--- src/rtl/approx_adder_pipe.sv ---
// Pipelined N-bit adder with a per-beat lower-part-OR approximation and a valid/ready stream.
// Define APPROX_ERR_STATS_EN to build the exact shadow adder and the error statistics.
module approx_adder_pipe #(
    parameter int N      = 8,
    parameter int STAGES = 2,
    parameter int K      = 3,
    parameter int ERR_W  = 32
) (
    input  logic             clk,
    input  logic             rstN,
    input  logic             inValid,
    output logic             inReady,
    input  logic [N-1:0]     A,
    input  logic [N-1:0]     B,
    input  logic             mode,
    output logic             outValid,
    input  logic             outReady,
    output logic [N:0]       sum,
    output logic             outMode,
    input  logic             statClr,
    output logic [31:0]      errCount,
    output logic [ERR_W-1:0] errSum,
    output logic [N:0]       errMax
);

    localparam int W = N / STAGES;
    localparam int L = STAGES - 1;

    // Adds the W-bit slice owned by stage stg on top of the partial sum from earlier stages.
    // Returns {carry out of the slice, updated partial sum}.
    function automatic logic [N:0] slice_add(
        input logic [N-1:0] a,
        input logic [N-1:0] b,
        input logic [N-1:0] sum_in,
        input logic         cin,
        input logic         approx,
        input int           stg
    );
        logic [N-1:0] s;
        logic         c;
        int           idx;
        s = sum_in;
        c = cin;
        for (int j = 0; j < W; j++) begin
            idx = stg * W + j;
            if (approx && (idx < K)) begin
                s[idx] = a[idx] | b[idx];
                c      = (idx == K - 1) ? (a[idx] & b[idx]) : 1'b0;
            end else begin
                s[idx] = a[idx] ^ b[idx] ^ c;
                c      = (a[idx] & b[idx]) | (c & (a[idx] ^ b[idx]));
            end
        end
        return {c, s};
    endfunction

    // Stream handshake: a beat moves across an interface on a rising edge where valid and
    // ready are both high; a producer holds valid and data steady until that edge. The whole
    // pipe shifts together on en, so inReady is en and a full, stalled output blocks input.
    logic en;

    logic [N-1:0]      a_q   [STAGES];
    logic [N-1:0]      a_d   [STAGES];
    logic [N-1:0]      b_q   [STAGES];
    logic [N-1:0]      b_d   [STAGES];
    logic [N-1:0]      sum_q [STAGES];
    logic [N-1:0]      sum_d [STAGES];
    logic [STAGES-1:0] c_q, c_d;
    logic [STAGES-1:0] mode_q, mode_d;
    logic [STAGES-1:0] valid_q, valid_d;

    logic [N-1:0]      in_a   [STAGES];
    logic [N-1:0]      in_b   [STAGES];
    logic [N-1:0]      in_sum [STAGES];
    logic [STAGES-1:0] in_c, in_m, in_v;
    logic [N:0]        res    [STAGES];

    assign en       = outReady | ~valid_q[L];
    assign inReady  = en;
    assign outValid = valid_q[L];
    assign outMode  = mode_q[L];
    assign sum      = {c_q[L], sum_q[L]};

    for (genvar s = 0; s < STAGES; s++) begin : g_stage
        if (s == 0) begin : g_head
            assign in_a[s]   = A;
            assign in_b[s]   = B;
            assign in_sum[s] = '0;
            assign in_c[s]   = 1'b0;
            assign in_m[s]   = mode;
            assign in_v[s]   = inValid;
        end else begin : g_body
            assign in_a[s]   = a_q[s-1];
            assign in_b[s]   = b_q[s-1];
            assign in_sum[s] = sum_q[s-1];
            assign in_c[s]   = c_q[s-1];
            assign in_m[s]   = mode_q[s-1];
            assign in_v[s]   = valid_q[s-1];
        end
        assign res[s] = slice_add(in_a[s], in_b[s], in_sum[s], in_c[s], in_m[s], s);
    end

    always_comb begin
        a_d     = a_q;
        b_d     = b_q;
        sum_d   = sum_q;
        c_d     = c_q;
        mode_d  = mode_q;
        valid_d = valid_q;
        if (en) begin
            for (int s = 0; s < STAGES; s++) begin
                a_d[s]     = in_a[s];
                b_d[s]     = in_b[s];
                sum_d[s]   = res[s][N-1:0];
                c_d[s]     = res[s][N];
                mode_d[s]  = in_m[s];
                valid_d[s] = in_v[s];
            end
        end
    end

    always_ff @(posedge clk or negedge rstN) begin
        if (!rstN) begin
            for (int s = 0; s < STAGES; s++) begin
                a_q[s]   <= '0;
                b_q[s]   <= '0;
                sum_q[s] <= '0;
            end
            c_q     <= '0;
            mode_q  <= '0;
            valid_q <= '0;
        end else begin
            for (int s = 0; s < STAGES; s++) begin
                a_q[s]   <= a_d[s];
                b_q[s]   <= b_d[s];
                sum_q[s] <= sum_d[s];
            end
            c_q     <= c_d;
            mode_q  <= mode_d;
            valid_q <= valid_d;
        end
    end

`ifdef APPROX_ERR_STATS_EN
    localparam int SW = ((ERR_W > N + 1) ? ERR_W : N + 1) + 1;

    // Shadow exact adder: same slicing and enables, approximation forced off.
    logic [N-1:0]      ex_sum_q  [STAGES];
    logic [N-1:0]      ex_sum_d  [STAGES];
    logic [N-1:0]      ex_in_sum [STAGES];
    logic [STAGES-1:0] ex_c_q, ex_c_d, ex_in_c;
    logic [N:0]        ex_res    [STAGES];

    for (genvar s = 0; s < STAGES; s++) begin : g_shadow
        if (s == 0) begin : g_head
            assign ex_in_sum[s] = '0;
            assign ex_in_c[s]   = 1'b0;
        end else begin : g_body
            assign ex_in_sum[s] = ex_sum_q[s-1];
            assign ex_in_c[s]   = ex_c_q[s-1];
        end
        assign ex_res[s] = slice_add(in_a[s], in_b[s], ex_in_sum[s], ex_in_c[s], 1'b0, s);
    end

    always_comb begin
        ex_sum_d = ex_sum_q;
        ex_c_d   = ex_c_q;
        if (en) begin
            for (int s = 0; s < STAGES; s++) begin
                ex_sum_d[s] = ex_res[s][N-1:0];
                ex_c_d[s]   = ex_res[s][N];
            end
        end
    end

    always_ff @(posedge clk or negedge rstN) begin
        if (!rstN) begin
            for (int s = 0; s < STAGES; s++) begin
                ex_sum_q[s] <= '0;
            end
            ex_c_q <= '0;
        end else begin
            for (int s = 0; s < STAGES; s++) begin
                ex_sum_q[s] <= ex_sum_d[s];
            end
            ex_c_q <= ex_c_d;
        end
    end

    logic [31:0]      err_count_q, err_count_d;
    logic [ERR_W-1:0] err_sum_q, err_sum_d;
    logic [N:0]       err_max_q, err_max_d;
    logic [N:0]       exact_w, dist;
    logic [SW-1:0]    tot;
    logic             xfer;

    assign exact_w = {ex_c_q[L], ex_sum_q[L]};
    assign dist    = (exact_w >= sum) ? (exact_w - sum) : (sum - exact_w);
    assign xfer    = valid_q[L] & outReady & mode_q[L];
    assign tot     = SW'(err_sum_q) + SW'(dist);

    // Clear takes priority over a coinciding transfer.
    always_comb begin
        err_count_d = err_count_q;
        err_sum_d   = err_sum_q;
        err_max_d   = err_max_q;
        if (statClr) begin
            err_count_d = '0;
            err_sum_d   = '0;
            err_max_d   = '0;
        end else if (xfer) begin
            if ((dist != '0) && (err_count_q != '1)) begin
                err_count_d = err_count_q + 32'd1;
            end
            err_sum_d = (tot[SW-1:ERR_W] != '0) ? '1 : tot[ERR_W-1:0];
            if (dist > err_max_q) begin
                err_max_d = dist;
            end
        end
    end

    always_ff @(posedge clk or negedge rstN) begin
        if (!rstN) begin
            err_count_q <= '0;
            err_sum_q   <= '0;
            err_max_q   <= '0;
        end else begin
            err_count_q <= err_count_d;
            err_sum_q   <= err_sum_d;
            err_max_q   <= err_max_d;
        end
    end

    assign errCount = err_count_q;
    assign errSum   = err_sum_q;
    assign errMax   = err_max_q;
`else
    logic unused_stat_clr;
    assign unused_stat_clr = statClr;
    assign errCount        = '0;
    assign errSum          = '0;
    assign errMax          = '0;
`endif

endmodule

--- config.mk ---
export PLATFORM = sky130hd
export DESIGN_NAME = approx_adder_pipe
export DESIGN_NICKNAME = d
export VERILOG_FILES = /design/src/rtl/approx_adder_pipe.sv
export SDC_FILE = /design/constraint.sdc
export NUM_CORES = 1
export LEC_CHECK = 0
export BUFFER_PORTS_ARGS = -buffer_cell sky130_fd_sc_hd__clkbuf_2
export CAP_MARGIN = 20
export CORE_ASPECT_RATIO = 1.75
export CORE_MARGIN = 2
export CORE_UTILIZATION = 44
export CTS_BUF_LIST = sky130_fd_sc_hd__clkbuf_4 sky130_fd_sc_hd__clkbuf_8
export CTS_CLUSTER_DIAMETER = 50
export CTS_CLUSTER_SIZE = 10
export DETAILED_ROUTE_END_ITERATION = 10
export PLACE_DENSITY_LB_ADDON = 0.05
export SYNTH_ARGS = -nofsm -noshare
export SYNTH_HDL_FRONTEND = slang
export SYNTH_SLANG_ARGS = --single-unit
--- constraint.sdc ---
create_clock -name clk -period 2.4 [get_ports clk]
set_input_delay 0.36 -clock clk [delete_from_list [all_inputs] [get_ports clk]]
set_output_delay 0.36 -clock clk [all_outputs]
set_load 0.005 [all_outputs]
==> impl_metrics.tcl <==
set metrics [dict create \
    startpoint_type "flip-flop" \
    reg2regPathDepth 8 \
    slew_violations 0 \
    wirelength_um 2691 \
    core_um2 4150 \
    layout.cells.non_filler 255 \
    grt_max_degree 27 \
    path_clk_slew_ns 0.09 \
    vdd_drop_max_mv 0.4352 \
    crit_buf_inv 3 \
    htreeDepth 1 \
    skew_ns 0.002725 \
    drt_iter0_drc 23 \
    netlist_area_um2 1914 \
    antenna_found_initial 0 \
    worstMarginPinSlew_ns 0.6537 \
    yosys_register_bits 26 \
    path_depth 8 \
    crit_family "adder cells" \
    cp-startpoint "a_q[12]" \
    rsz0062_at_grt "false" \
    vias 986 \
    grt_pass1_wl_um 3995 \
    synth_top_area_share_pct 33.99 \
    crit_slowest_cell "dfrtp_1" \
    drc 0 \
    grt_usage_pct 10.93 \
    crit_chain "inv_1 > fa_1 > inv_1 > fa_1 > fa_1 > inv_1 > fa_1 > a21oi_1" \
    finalCritPeriodShare_pct 90.10 \
    ys_async_sr_fraction_pct 100.0 \
    synth_area_leaders "dfrtp_1 34%, buf_4 29%, mux2_4 8.6%" \
    arrival_ns 2.35 \
    total_leakage_power_uw 0.001062 \
    cts_buffers 3 \
    relSlewSlack_pct 56.42 \
    dpl.cell_count 251 \
    crit_required_ns 2.59 \
    dp_hpwl_um 2192 \
    cts_tree "done" \
    wl_per_cell_um 10.55 \
    via_per_inst 3.867 \
    ys_warn_count 0 \
    clock_sinks 26 \
    floorplan.initialDensity_pct 46.13 \
    ctsRootBufferMaster "clkbuf_8" \
    synth_area_per_cell_um2 11.07 \
    post_cts_buffers 0 \
    post_cts_resized 0 \
    postSynthCellCount 173 \
    io_buffers 32 \
    synth_edf_count 0 \
    fp.dieH_um 91.26 \
    dieWidth_um 53.86 \
    ys_seq_area_share_pct 33.99 \
    overflow 0 \
    hold_viol 0 \
    row_count 31 \
    setup_viol 0 \
    clockBufferDepth 2 \
    cpMostUsedCell "fa_1" \
    synthFlopType "dfrtp_1" \
    drive_gt1_share_pct 27.67 \
    first_global_vias 865 \
    dr.pass1.iters 4 \
    path_max_fanout 2 \
    synthTopCellsByCount "74 x buf_4, 26 x dfrtp_1, 15 x inv_1" \
    end_kind "flip-flop" \
    dieArea_um2 4915 \
    syn2layout_area_growth_pct -0.8497 \
    final_nets 241 \
    ios 107 \
    fin_crit_ns 2.162 \
    cap_violations 0 \
    cts_hold_buf 0 \
    synth.most_common_cell "buf_4" \
    status "finished clean" \
    max_stage_delay_ns 0.40 \
    worstHoldPathType "in2async" \
    ant_nets 0 \
    ys_types 17 \
    crit_type "reg2reg" \
    fin_tns_setup_ns 0 \
    gp_congestion 0.6378 \
    power_density_nw_per_um2 669.1 \
    reg2reg_from "a_q[12]" \
    fmax_mhz 462.5 \
    clkLatencyLatePin_ns 0.26 \
    diodes 0 \
    synth_top_area_cell "dfrtp_1" \
]
## power by group
part | switching [uW] | total [uW] | internal [uW]
clock | 131 | 354 | 223
sequential | 54.1 | 586 | 532
combinational | 154 | 330 | 176
## worst paths after layout
kind                              end  slack, ns
hold reg to reg            valid_q[1]       0.47
setup / recovery               sum[7]       0.24
setup reg to reg               sum[7]       0.24
max in group asynchronous   in_sum[3]       1.87
min in group clk           valid_q[0]       0.32
hold / removal                a_q[13]       0.11
## area by class of cell
type / instances / area, um2
clock buffer: 3 / 41.29
clock inverter: 1 / 30.03
fill: 431 / 2252
inverter: 15 / 56.30
multi-input combinational: 126 / 875.8
sequential: 26 / 650.6
tap: 49 / 61.31
timing repair buffer: 35 / 182.7
## cells in the final DEF (no fill, tap or decap)
cell type and n:
conb_1 73, clkbuf_2 32, dfrtp_1 26, inv_1 15, mux2_4 11, nand2b_1 7, mux2_2 7, fa_1 7
nor3b_1 6, ha_1 5, a21oi_1 4, mux2i_1 3, clkbuf_8 3, buf_4 3, a31oi_1 2, nor2_1 1
bufinv_16 1
## per-layer routing
metal / GRT usage, % / vias to the layer above / wire (um)
li1: - / 455 / -
met1: 11.52 / 474 / 923
met2: 20.12 / 55 / 1505
met3: 1.480 / 2 / 231
met4: 4.487 / 0 / 30
met5: 0 / - / 0
## logic make-up after synthesis
group,share of synthesized area [%]
compound gates,1.699
mux,14.31
fa+ha+maj,10.59
flops,33.99
simple gates,4.836
other cells,0.1959
buf+inv,34.38
## sequential cells by signal (all words and copies together) (netlist names)
name	cells
sum	8
a_q	4
b_q	4
in_sum	4
c_q	2
mode_q	2
valid_q	2
## per-stage QoR
stage               util (%)  total power [uW]  hold slack [ns]  area, um2  setup slack (ns)
global route           45.73              1370           0.1388       1898           0.06335
global placement       44.02             924.0           0.4119       1827            0.2373
detailed placement     44.02             935.2           0.4196       1827            0.2094
finish                 45.73              1270           0.1064       1898            0.2377
CTS                    45.73              1295           0.1257       1898            0.2119
floorplan                  -             898.3          0.06441       2185            0.3263
Power figures use the tool's default switching activity.
